$ cat src/rtl/apu_pulse_pkg.sv
// Shared types and constants for the APU pulse sequencer bank.
// Duty rows are stored with bit i = output at sequence position i.
package apu_pulse_pkg;

    typedef logic [1:0] duty_t;

    localparam int SEQ_LEN         = 8;
    localparam int SEQ_IDX_W       = 3;
    localparam int MUTE_PERIOD_MIN = 8;

    // Row 3 is the inverted 25% pattern, so it starts high at position 0.
    localparam logic [3:0][SEQ_LEN-1:0] DUTY_TABLE = {
        8'b1111_1001,
        8'b0001_1110,
        8'b0000_0110,
        8'b0000_0010
    };

    function automatic logic duty_bit(input duty_t duty, input logic [SEQ_IDX_W-1:0] idx);
        return DUTY_TABLE[duty][idx];
    endfunction

endpackage

$ cat src/rtl/apu_pulse_seq_ch.sv
// One pulse channel: period down-counter, 8-step sequencer and registered waveform bit.
// Optional ultrasonic mute is enabled with the APU_PULSE_MUTE_EN macro.
module apu_pulse_seq_ch
    import apu_pulse_pkg::*;
#(
    parameter int TIMER_W = 11
) (
    input  logic                 cpu_clk,
    input  logic                 reset_n,
    input  logic                 apu_tick,
    input  logic                 enable_i,
    input  duty_t                duty_i,
    input  logic [TIMER_W-1:0]   period_i,
    input  logic                 restart_i,
    output logic                 waveform_o,
    output logic                 step_o,
    output logic [SEQ_IDX_W-1:0] seq_idx_o
);

    logic [TIMER_W-1:0]   timer_q;
    logic [TIMER_W-1:0]   timer_d;
    logic [SEQ_IDX_W-1:0] idx_d;
    logic                 expire;
    logic                 mute;
    logic                 wave_d;

`ifdef APU_PULSE_MUTE_EN
    assign mute = (period_i < TIMER_W'(MUTE_PERIOD_MIN));
`else
    assign mute = 1'b0;
`endif

    always_comb begin
        expire  = apu_tick && (timer_q == '0);
        timer_d = timer_q;
        if (apu_tick) begin
            timer_d = expire ? period_i : (timer_q - TIMER_W'(1));
        end
    end

    // Restart takes priority over a same-cycle expiry; the timer reload is unaffected.
    always_comb begin
        idx_d = seq_idx_o;
        if (restart_i) begin
            idx_d = '0;
        end else if (expire) begin
            idx_d = seq_idx_o - SEQ_IDX_W'(1);
        end
    end

    assign wave_d = enable_i & duty_bit(duty_i, idx_d) & ~mute;

    always_ff @(posedge cpu_clk or negedge reset_n) begin
        if (!reset_n) begin
            timer_q    <= '0;
            seq_idx_o  <= '0;
            waveform_o <= 1'b0;
            step_o     <= 1'b0;
        end else begin
            timer_q    <= timer_d;
            seq_idx_o  <= idx_d;
            waveform_o <= wave_d;
            step_o     <= expire;
        end
    end

endmodule

$ cat src/rtl/apu_pulse_seq_bank.sv
// Bank of NUM_CH independent pulse sequencers; packed per-channel buses are sliced here.
// Honours the APU_PULSE_MUTE_EN macro through the channel instances.
module apu_pulse_seq_bank
    import apu_pulse_pkg::*;
#(
    parameter int NUM_CH  = 2,
    parameter int TIMER_W = 11
) (
    input  logic                        cpu_clk,
    input  logic                        reset_n,
    input  logic                        apu_tick,
    input  logic [NUM_CH-1:0]           enable_i,
    input  logic [2*NUM_CH-1:0]         duty_i,
    input  logic [TIMER_W*NUM_CH-1:0]   period_i,
    input  logic [NUM_CH-1:0]           restart_i,
    output logic [NUM_CH-1:0]           waveform_o,
    output logic [NUM_CH-1:0]           step_o,
    output logic [3*NUM_CH-1:0]         seq_idx_o
);

    for (genvar c = 0; c < NUM_CH; c++) begin : g_ch
        apu_pulse_seq_ch #(
            .TIMER_W (TIMER_W)
        ) u_ch (
            .cpu_clk    (cpu_clk),
            .reset_n    (reset_n),
            .apu_tick   (apu_tick),
            .enable_i   (enable_i[c]),
            .duty_i     (duty_t'(duty_i[2*c +: 2])),
            .period_i   (period_i[TIMER_W*c +: TIMER_W]),
            .restart_i  (restart_i[c]),
            .waveform_o (waveform_o[c]),
            .step_o     (step_o[c]),
            .seq_idx_o  (seq_idx_o[SEQ_IDX_W*c +: SEQ_IDX_W])
        );
    end

endmodule

$ cat config.mk
export PLATFORM = sky130hd
export DESIGN_NAME = apu_pulse_seq_bank
export DESIGN_NICKNAME = d
export VERILOG_FILES = /design/src/rtl/apu_pulse_pkg.sv /design/src/rtl/apu_pulse_seq_ch.sv /design/src/rtl/apu_pulse_seq_bank.sv
export SDC_FILE = /design/constraint.sdc
export NUM_CORES = 1
export LEC_CHECK = 0
export ABC_CLOCK_PERIOD_IN_PS = 2350
export CAP_MARGIN = 10
export CORE_MARGIN = 2
export CORE_UTILIZATION = 52
export CTS_CLUSTER_DIAMETER = 100
export CTS_CLUSTER_SIZE = 30
export DETAILED_ROUTE_END_ITERATION = 12
export PLACE_DENSITY_LB_ADDON = 0.25
export RECOVER_POWER = 50
export SLEW_MARGIN = 20
export SYNTH_ARGS = -nofsm -noshare
export SYNTH_HDL_FRONTEND = slang
export SYNTH_SLANG_ARGS = --single-unit
$ cat constraint.sdc
create_clock -name cpu_clk -period 2.35 [get_ports cpu_clk]
set_clock_uncertainty 0.1 [all_clocks]
set_input_delay 0.3525 -clock cpu_clk [delete_from_list [all_inputs] [get_ports cpu_clk]]
set_output_delay 0.3525 -clock cpu_clk [all_outputs]
set_load 0.01 [all_outputs]
==> flow_metrics.env, run 1 <==
export IMPL_outcome="completed"
export IMPL_ys_flop_type="dfrtp_1"
export IMPL_rrSetupSlack_ps=210
export IMPL_setup_ws_ps=210
export IMPL_drive_gt1_share_pct=9.80
export IMPL_synth_distinct_cells=54
export IMPL_core_area_sq_um=4090
export IMPL_routed_wl_um=4980
export IMPL_final_antenna_net_count=0
export IMPL_min_path_cells=2
export IMPL_synth_edf_count=0
export IMPL_yosysSeqAreaShare_pct=35.5
export IMPL_dr_pass1_iters=4
export IMPL_end_kind="register"
export IMPL_drc_errors=0
export IMPL_p_leak_nw=1.23
export IMPL_synth_top_area_share_pct=35.5
export IMPL_ys_async_sr_fraction_pct=100
export IMPL_crit_buf_inv=0
export IMPL_clkTransAtPathRegs_ps=70
export IMPL_placementRows=23
export IMPL_syn_area_sq_um=2260
export IMPL_internal_power_mw=1.30
export IMPL_worstPathMaxFanout=8
export IMPL_total_power_mw=2.17
export IMPL_htreeDepth=2
export IMPL_rr_startpoint="g_ch[0].u_ch.timer_q[2]$_DFFE_PN0P_"
export IMPL_antenna_found_initial=0
export IMPL_synth_simple_area_share_pct=24.6
export IMPL_port_buffers=42
export IMPL_routed_via_count=2094
export IMPL_die_height_um=69.9
export IMPL_clkLatencyLatePin_ps=290
export IMPL_setup_viol=0
export IMPL_critPathRequiredTime_ps=2430
export IMPL_grt_max_degree=33
export IMPL_drt_first_iter_violations=123
export IMPL_hold_viol=0
export IMPL_critical_path_class="register to register"
export IMPL_drv_cap=0
export IMPL_syn_to_final_growth_pct=24.3
export IMPL_synth_fa_ha_area_share_pct=5.55
export IMPL_synth_top_family_by_area="simple AND/OR/NAND/NOR gates"
export IMPL_diodes=0
export IMPL_slew_limit_headroom_pct=46.3
export IMPL_fmax_ghz=0.467
export IMPL_fill_cells=329
export IMPL_hold_class="register to register"
export IMPL_critPathMaxStageDelay_ps=620
export IMPL_cp_arrival_ps=2220
export IMPL_vias_per_cell=5.88
export IMPL_critPathSlowestCell="or4_1"
export IMPL_pwr_share_comb_pct=32.4
export IMPL_syn_area_per_cell_sq_um=8.48
export IMPL_fp_dieW_um=69.9
export IMPL_post_drt_wl_per_cell_um=14.0
export IMPL_switching_share_pct=40.1
export IMPL_path_cells="or4_1, o31ai_4, nand3_1, o2111a_1, a2111oi_2"
export IMPL_synth_top_area_cell="dfrtp_1"
export IMPL_reg2reg_to="g_ch[0].u_ch.waveform_o$_DFF_PN0_"
export IMPL_initial_core_util_pct=55.2
export IMPL_synth_compound_area_share_pct=23.7
export IMPL_period_share_pct=91.1
export IMPL_r2r_cells=5
export IMPL_tightest_slew_ps=806
export IMPL_clockBufferDepth=2
export IMPL_hold_buffers=0
export IMPL_syn_inst=266
export IMPL_setup_tns_ps=0
export IMPL_fin_crit_ps=2140
export IMPL_nNetsFinal=348
export IMPL_peakVddDrop_uv=481
export IMPL_dp_worst_setup_slack_ps=37.4
export IMPL_synthXorXnorAreaFrac_pct=0.388
export IMPL_slew_viol_final=0
export IMPL_rsz0062_at_grt="false"
export IMPL_synth_mux_area_share_pct=1.77
export IMPL_powerDensity_nw_per_um2=774
export IMPL_cts_root_buf="clkbuf_8"
export IMPL_clock_power_share_pct=20.9
export IMPL_globalRouteOverflowTotal=0
export IMPL_cts_tree="yes"
export IMPL_min_to="g_ch[0].u_ch.timer_q[10]$_DFFE_PN0P_"
export IMPL_clock_sinks=32
export IMPL_critical_path_depth=5
export IMPL_p_sw_mw=0.871
export IMPL_synthTopCellsByArea="dfrtp_1 (35%), a21oi_1 (6.2%), ha_1 (5.5%), o21ai_0 (4.9%), nand2_1 (4.0%)"
export IMPL_dp_hpwl_um=3550
export IMPL_worst_path_dominant_cell_family="simple AND/OR/NAND/NOR gates"
export IMPL_grt_pass1_vias=1960
export IMPL_finalWeightedCongestion=0.836
export IMPL_die_area_sq_um=4880
export IMPL_grt_pass1_wl_um=8690
export IMPL_pin_count=43
export IMPL_hp_start="g_ch[0].u_ch.timer_q[10]$_DFFE_PN0P_"
export IMPL_grt_usage_pct=21.9
export IMPL_syn_nets=309
export IMPL_seqPwrFrac_pct=46.7
export IMPL_crit_path_start_kind="register"
export IMPL_yosysWarnings=0
export IMPL_numCtsBuffers=5
export IMPL_ys_ff_latch=32
## metrics by stage
| stage | instances | instance area, sq um | hold WS [ps] | util, % |
|---|---|---|---|---|
| 2_1_floorplan | 266 | 2260 | -43.1 | - |
| 3_3_place_gp | 346 | 2690 | 444 | 65.9 |
| 3_5_place_dp | 346 | 2690 | 464 | 65.9 |
| 4_1_cts | 354 | 2780 | 376 | 68.1 |
| 5_1_grt | 356 | 2810 | 527 | 68.6 |
| 6_report | 356 | 2810 | 470 | 68.6 |
## final cells by class
cell class	instances	area, sq um	area share (%)
flip-flops and latches	32	801	28.5
repair buffers	52	493	17.6
inverters	22	87.6	3.12
well taps	50	62.6	2.23
clock buffers	8	90.1	3.21
multi-input cells	192	1270	45.3
## sequential cells by signal (all words and copies together) (netlist names)
signal / count
g_ch.u_ch.seq_idx_o: 6
g_ch.u_ch.step_o: 2
g_ch.u_ch.timer_q: 22
g_ch.u_ch.waveform_o: 2
## worst register-to-register path: cells and delay by family (launching register included)
family	cells	cell delay [ps]
AND/OR/NAND/NOR	2	740
AO/OA/AOI/OAI	3	720
flip-flops	1	470
## power by group through the flow
stage	Combinational, mW	Clock [mW]	Sequential [mW]
after global routing	0.815	0.485	1.05
final	0.703	0.454	1.01
after floorplan	0.588	0	0.933
after global placement	0.664	0	1.01
after detailed placement	0.688	0	1.02
after CTS	0.693	0.461	1.01
## how the worst max path moves through the flow
stage	start	to
floorplan	g_ch[0].u_ch.timer_q[6]$_DFFE_PN0P_	g_ch[0].u_ch.waveform_o$_DFF_PN0_
global placement	apu_tick	g_ch[0].u_ch.waveform_o$_DFF_PN0_
detailed placement	apu_tick	g_ch[0].u_ch.waveform_o$_DFF_PN0_
CTS	g_ch[0].u_ch.timer_q[2]$_DFFE_PN0P_	g_ch[0].u_ch.waveform_o$_DFF_PN0_
global route	g_ch[1].u_ch.timer_q[1]$_DFFE_PN0P_	g_ch[1].u_ch.waveform_o$_DFF_PN0_
finish	g_ch[0].u_ch.timer_q[2]$_DFFE_PN0P_	g_ch[0].u_ch.waveform_o$_DFF_PN0_
## repair_timing
item | CTS | global route
resized for setup | 0 | 1
setup buffers | 0 | 2
setup endpoints to repair | 0 | 2
## cell families after synthesis
family                     after synthesis
muxes                                    4
and+or+nand+nor                         93
xor gates and xnor gates                 1
buffers and inverters                   42
AOI/OAI and AO/OA                       84
adders and majority gates               10
DFF                                     32
## routing by layer
| metal | global-route usage, % | share of wire (%) |
|---|---|---|
| met1 | 28.9 | 44 |
| met2 | 36.7 | 50 |
| met3 | 3.32 | 4.3 |
| met4 | 7.26 | 1.1 |
| met5 | 0 | 0 |
## synthesized netlist by cell type, drive strengths merged (3+ instances only)
cell type / count
dfrtp: 32
a21oi: 29
nand2: 24
o21ai: 22
inv: 21
nor2: 18
clkbuf: 13
ha: 10
nand3: 10
nand4: 8
buf: 7
nor4: 6
o31ai: 6
or4: 6
mux2i: 4
nor2b: 4
nor3: 4
o22ai: 4
o21a: 3
## placed cells by master (no fill, tap or decap), types with 2 or more instances in the layout
cell	netlist	layout
ha_1	10	10
inv_1	20	21
clkbuf_8	0	6
nand4_1	7	7
a22oi_1	2	2
nor4_4	4	4
dlygate4sd3_1	0	4
clkbuf_1	13	2
nor3_1	4	4
and3b_1	2	2
o22ai_1	4	4
a211oi_1	2	2
a21oi_1	28	28
clkdlybuf4s50_1	0	38
nor4_1	2	2
o211ai_1	2	2
a31oi_1	2	2
dfrtp_1	32	32
o311a_1	2	2
o21a_1	3	3
buf_4	4	9
nand3_1	9	9
nand3b_1	2	2
nor2b_1	4	4
and3_1	2	2
a22o_1	2	2
mux2i_1	4	4
nor2_1	18	18
or4_1	5	5
o31ai_1	4	4
o21ai_0	22	22
nand2_1	24	24
(Power assumes the default switching activity.)
==> run 2: changes to the inputs <==
- SYNTH_HIERARCHICAL: default -> 1
==> run 2 against run 1 <==
Against the previous run: clock power shrank 4.4%; first-iteration DRC count is 0.81% higher; wire length is 8.3% higher; non-clock buffer count rose by 16; via count decreased by 1.2%; synthesized cell count down 8.3%; count of clock-buffer cells in the layout unchanged; flip-flop and latch count unchanged; setup slack got worse by 100 ps; sequential share of layout area is 0.78 points lower; synthesized area shrank 3.5%; critical path depth rose by 2; largest cell class unchanged.
==> flow_metrics.env, run 2 <==
export IMPL_outcome="completed"
export IMPL_fill_cells=337
export IMPL_ys_flop_type="dfrtp_1"
export IMPL_critPathRequiredTime_ps=2410
export IMPL_dp_worst_setup_slack_ps=-65.9
export IMPL_synth_distinct_cells=42
export IMPL_finalWeightedCongestion=0.897
export IMPL_grt_pass1_vias=1995
export IMPL_grt_usage_pct=25.2
export IMPL_clock_sinks=32
export IMPL_syn_area_per_cell_sq_um=8.92
export IMPL_dr_pass1_iters=4
export IMPL_tightest_slew_ps=819
export IMPL_grt_max_degree=33
export IMPL_die_area_sq_um=4720
export IMPL_yosysWarnings=6
export IMPL_synth_top_area_cell="dfrtp_1"
export IMPL_placementRows=23
export IMPL_peakVddDrop_uv=346
export IMPL_cts_root_buf="clkbuf_8"
export IMPL_pin_count=43
export IMPL_final_cell_mix="clkdlybuf4s50_1 (36), dfrtp_1 (32), buf_4 (25)"
export IMPL_core_area_sq_um=4030
export IMPL_synthTopCellsByArea="dfrtp_1 (37%), mux2i_1 (7.4%), ha_1 (5.7%), o21ai_1 (5.5%), inv_1 (3.4%)"
export IMPL_layout_commonest_cell="clkdlybuf4s50_1"
export IMPL_hold_class="register to register"
export IMPL_clockBufferDepth=2
export IMPL_slew_limit_headroom_pct=45.4
export IMPL_drv_cap=0
export IMPL_synth_common_cells="dfrtp_1 (32), o21ai_1 (24), inv_1 (20)"
export IMPL_ys_async_sr_fraction_pct=100
export IMPL_diodes=0
export IMPL_numCtsBuffers=5
export IMPL_slew_viol_final=0
export IMPL_largest_register="g_ch.u_ch/timer_q"
export IMPL_critical_path_class="register to register"
export IMPL_syn_to_final_growth_pct=32.5
export IMPL_routed_wl_um=5400
export IMPL_syn_inst=244
export IMPL_met1_usage_pct=32.8
export IMPL_dp_hpwl_um=3890
export IMPL_synth_top_area_share_pct=36.8
export IMPL_fin_crit_ps=2240
export IMPL_drt_first_iter_violations=124
export IMPL_r2r_cells=7
export IMPL_syn_area_sq_um=2180
export IMPL_ys_ff_latch=32
export IMPL_clkLatencyLatePin_ps=280
export IMPL_largest_reg_flops=22
export IMPL_met3_usage_pct=5.52
export IMPL_drive_gt1_share_pct=14.7
export IMPL_fmax_ghz=0.446
export IMPL_htreeDepth=2
export IMPL_fp_dieW_um=68.7
export IMPL_use_met2_pct=41.7
export IMPL_nNetsFinal=348
export IMPL_min_path_cells=2
export IMPL_reg_top3="g_ch.u_ch/timer_q x22, g_ch.u_ch/seq_idx_o x6"
export IMPL_holdWs_ps=424
export IMPL_grt_busiest_layer="met2"
export IMPL_globalRouteOverflowTotal=0
export IMPL_rsz0062_at_grt="false"
export IMPL_powerDensity_nw_per_um2=728
export IMPL_post_drt_wl_per_cell_um=15.2
export IMPL_cts_tree="yes"
export IMPL_hold_viol=0
export IMPL_antenna_found_initial=0
export IMPL_routed_via_count=2068
export IMPL_seq_area_sq_um=801
export IMPL_vias_per_cell=5.81
export IMPL_die_height_um=68.7
export IMPL_setup_ws_ps=109
export IMPL_total_power_mw=2.10
export IMPL_final_antenna_net_count=0
export IMPL_drc_errors=0
export IMPL_clkTransAtPathRegs_ps=60
export IMPL_synth_edf_count=0
export IMPL_crit_path_start_kind="register"
export IMPL_grt_pass1_wl_um=8840
export IMPL_setup_viol=0
export IMPL_worstPathMaxFanout=8
export IMPL_p_leak_nw=1.24
export IMPL_initial_core_util_pct=54.0
export IMPL_period_share_pct=95.4
export IMPL_yosysSeqAreaShare_pct=36.8
export IMPL_syn_nets=287
export IMPL_multiInputGateArea_sq_um=1210
export IMPL_end_kind="register"
export IMPL_cp_arrival_ps=2300
export IMPL_port_buffers=42
export IMPL_yosysMostFrequentCell="dfrtp_1"
[run 2: power by group]
group	switching (mW)	internal (mW)
clock network	0.195	0.239
logic	0.388	0.385
registers	0.173	0.719
[run 2: cell families after synthesis]
group | Yosys count | synth area share (%)
and+or+nand+nor | 70 | 17.8
buffers and inverters | 36 | 8.16
AOI/OAI and AO/OA | 74 | 21.7
adders and majority gates | 10 | 5.75
DFF | 32 | 36.8
muxes | 16 | 7.36
xor gates and xnor gates | 6 | 2.41
[run 2: through the flow]
step                cell area [sq um]  TNS [ps]  util (%)  std cells
finish                           2880         0      71.6        356
global route                     2880         0      71.6        356
CTS                              2870         0      71.2        355
detailed placement               2780      -198      68.9        347
global placement                 2780     -13.6      68.9        347
floorplan                        2180     -15.2         -        244
[run 2: area by class of cell]
type / count / share of cell area (%)
Clock buffer: 8 / 3.12
Inverter: 22 / 3.73
Sequential cell: 32 / 27.8
Tap cell: 50 / 2.17
Timing Repair Buffer: 68 / 21.3
Multi-Input combinational cell: 176 / 42.0
[run 2: final timing paths]
path	from	endpoint	slack (ps)
max	g_ch[0].u_ch/timer_q[5]$_DFFE_PN0P_	g_ch[0].u_ch/waveform_o$_DFF_PN0_	110
min in group asynchronous	reset_n	g_ch[0].u_ch/seq_idx_o[2]$_DFF_PN0_	590
min	g_ch[0].u_ch/timer_q[6]$_DFFE_PN0P_	g_ch[0].u_ch/timer_q[6]$_DFFE_PN0P_	420
max reg2reg	g_ch[0].u_ch/timer_q[5]$_DFFE_PN0P_	g_ch[0].u_ch/waveform_o$_DFF_PN0_	110
min reg2reg	g_ch[0].u_ch/timer_q[6]$_DFFE_PN0P_	g_ch[0].u_ch/timer_q[6]$_DFFE_PN0P_	420
max in group asynchronous	reset_n	g_ch[0].u_ch/timer_q[10]$_DFFE_PN0P_	1040
[run 2: timing repair]
item                                   in CTS  in global routing
resized for setup                           0                  3
setup endpoints to repair                   0                  6
hold buffers                                0                  0
endpoints found under the hold margin       0                  0
buffers inserted                            0                  1
[run 2: critical path, stage by stage, from the launching register on]
cell and delay (ps):
dfrtp_1 400, or3_4 410, or4_1 440, or2_1 260
buf_4 160, clkinv_8 60, mux2i_2 210, a211oi_2 90
[run 2: per-layer routing]
metal,vias to the layer above,share of wire (%)
met2,63,49
met4,0,0
met1,987,46
met3,0,5.3
li1,1018,-
met5,-,0
==> run 3: changes to the inputs <==
- PLACE_DENSITY: default -> 0.8
- PLACE_DENSITY_LB_ADDON: 0.25 -> default
- SETUP_SLACK_MARGIN: default -> 0.4
- SKIP_LAST_GASP: default -> 1
==> run 3 against run 2 <==
Against the previous run: combinational power up 35%; first-iteration DRC count rose to 3.1 times the previous value; die area unchanged; critical path type unchanged; critical endpoint unchanged; highest routed layer is now met4.
==> flow_metrics.env, run 3 (same netlist as run 2, synthesis figures left out) <==
export IMPL_fin_crit_ps=2170
export IMPL_setup_tns_ps=0
export IMPL_clock_sinks=32
export IMPL_grt_usage_pct=27.8
export IMPL_nNetsFinal=369
export IMPL_clkLatencyLatePin_ps=290
export IMPL_clkTransAtPathRegs_ps=70
export IMPL_pin_count=43
export IMPL_hp_start="g_ch[1].u_ch/timer_q[6]$_DFFE_PN0P_"
export IMPL_die_height_um=68.7
export IMPL_layout_commonest_cell="buf_4"
export IMPL_p_leak_nw=1.40
export IMPL_rr_startpoint="g_ch[0].u_ch/seq_idx_o[1]$_DFF_PN0_"
export IMPL_die_area_sq_um=4720
export IMPL_slew_limit_headroom_pct=46.0
export IMPL_numCtsBuffers=5
export IMPL_cp_arrival_ps=2280
export IMPL_clockBufferDepth=2
export IMPL_tightest_slew_ps=810
export IMPL_end_kind="register"
export IMPL_antenna_found_initial=0
export IMPL_cts_root_buf="clkbuf_8"
export IMPL_final_cell_mix="buf_4 (39), clkdlybuf4s50_1 (35), dfrtp_1 (32)"
export IMPL_initial_core_util_pct=54.0
export IMPL_reg2reg_to="g_ch[0].u_ch/waveform_o$_DFF_PN0_"
export IMPL_final_antenna_net_count=0
export IMPL_syn_to_final_growth_pct=51.2
export IMPL_worstPathMaxFanout=2
export IMPL_routed_wl_um=7230
export IMPL_dp_hpwl_um=3980
export IMPL_grt_pass1_vias=2128
export IMPL_vias_per_cell=6.25
export IMPL_fin_cells=377
export IMPL_post_drt_wl_per_cell_um=19.2
export IMPL_setup_viol=0
export IMPL_critPathMaxStageDelay_ps=470
export IMPL_dr_pass1_iters=5
export IMPL_routed_via_count=2355
export IMPL_drv_cap=0
export IMPL_min_path_cells=2
export IMPL_cts_tree="yes"
export IMPL_globalRouteOverflowTotal=0
export IMPL_rsz0062_at_grt="true"
export IMPL_rrSetupSlack_ps=180
export IMPL_crit_path_start_kind="register"
export IMPL_drc_errors=0
export IMPL_dp_cells=347
export IMPL_outcome="completed"
export IMPL_hold_viol=0
export IMPL_drt_first_iter_violations=383
export IMPL_path_cells="inv_2, ha_4, or4b_4, nor4_4, mux2i_1, nor3_1, a211oi_2"
export IMPL_drive_gt1_share_pct=33.3
export IMPL_finalWeightedCongestion=0.862
export IMPL_diodes=0
export IMPL_critPathSlowestCell="or4b_4"
export IMPL_core_area_sq_um=4030
export IMPL_peakVddDrop_uv=319
export IMPL_min_to="g_ch[1].u_ch/timer_q[6]$_DFFE_PN0P_"
export IMPL_setup_ws_ps=185
export IMPL_grt_max_degree=33
export IMPL_critical_path_class="register to register"
export IMPL_critPathRequiredTime_ps=2460
export IMPL_slew_viol_final=0
export IMPL_grt_pass1_wl_um=9700
export IMPL_largest_register="g_ch.u_ch/timer_q"
export IMPL_powerDensity_nw_per_um2=739
export IMPL_holdWs_ps=414
export IMPL_reg_top3="g_ch.u_ch/timer_q x22, g_ch.u_ch/seq_idx_o x6"
export IMPL_largest_reg_flops=22
export IMPL_port_buffers=42
export IMPL_post_route_util_pct=81.7
export IMPL_fmax_ghz=0.462
export IMPL_htreeDepth=2
export IMPL_period_share_pct=92.1
export IMPL_r2r_cells=7
export IMPL_fp_dieW_um=68.7
export IMPL_hold_class="register to register"
export IMPL_dp_worst_setup_slack_ps=-28.5
export IMPL_placementRows=23
-- run 3: routing by layer --
layer	routed length (um)	vias up	share of wire, %	GRT usage [%]
met2	3530	132	49	46.3
met5	0	-	0	0
met4	192	0	2.7	11.0
li1	-	1047	-	-
met3	530	23	7.3	6.01
met1	2970	1153	41	35.0
-- run 3: what timing repair did --
| action | in CTS | in global routing |
|---|---|---|
| pin swaps | 14 | 15 |
| cloned | 0 | 0 |
| endpoints found under the setup margin | 30 | 30 |
| hold buffers | 0 | 0 |
| endpoints found under the hold margin | 0 | 0 |
| buffers inserted | 8 | 14 |
| gates resized for setup | 24 | 39 |
-- run 3: cell type report --
class | count | area (sq um)
clock buffer | 6 | 82.6
clock inverter | 2 | 10.0
fill | 236 | 737
inverter | 22 | 108
multi-input combinational | 176 | 1430
sequential | 32 | 801
tap | 50 | 62.6
timing repair buffer | 89 | 803
-- run 3: worst max-delay path by stage --
stage | startpoint | endpoint | slack [ps] | cells past startpoint
finish | g_ch[0].u_ch/seq_idx_o[1]$_DFF_PN0_ | g_ch[0].u_ch/waveform_o$_DFF_PN0_ | 180 | 7
detailed placement | apu_tick | g_ch[1].u_ch/timer_q[8]$_DFFE_PN0P_ | -30 | 7
global route | g_ch[0].u_ch/seq_idx_o[1]$_DFF_PN0_ | g_ch[0].u_ch/waveform_o$_DFF_PN0_ | 120 | 7
floorplan | g_ch[0].u_ch/timer_q[4]$_DFFE_PN0P_ | g_ch[0].u_ch/waveform_o$_DFF_PN0_ | -8 | 9
global placement | apu_tick | g_ch[1].u_ch/timer_q[5]$_DFFE_PN0P_ | 4 | 7
CTS | g_ch[0].u_ch/timer_q[6]$_DFFE_PN0P_ | g_ch[0].u_ch/waveform_o$_DFF_PN0_ | 200 | 7
-- run 3: worst max-delay path: cells and delay by family, from the launching register on --
kind | cells | cell delay [ps]
AO/OA/AOI/OAI | 1 | 200
adder cells (fa/ha/maj) | 1 | 120
flip-flops | 1 | 400
AND/OR/NAND/NOR | 3 | 890
buffers and inverters | 1 | 80
multiplexers | 1 | 290
-- run 3: power breakdown --
part           internal [mW]  switching, mW  total (mW)
clock network          0.234          0.218       0.452
logic                  0.512          0.526        1.04
registers              0.718          0.224       0.942
total                   1.46          0.969        2.43
-- run 3: through the flow --
step	total power, mW	cell area [sq um]
after floorplan	1.33	2180
after global placement	1.60	2780
after detailed placement	1.64	2780
after CTS	2.16	3030
after global routing	2.55	3290
final	2.43	3290
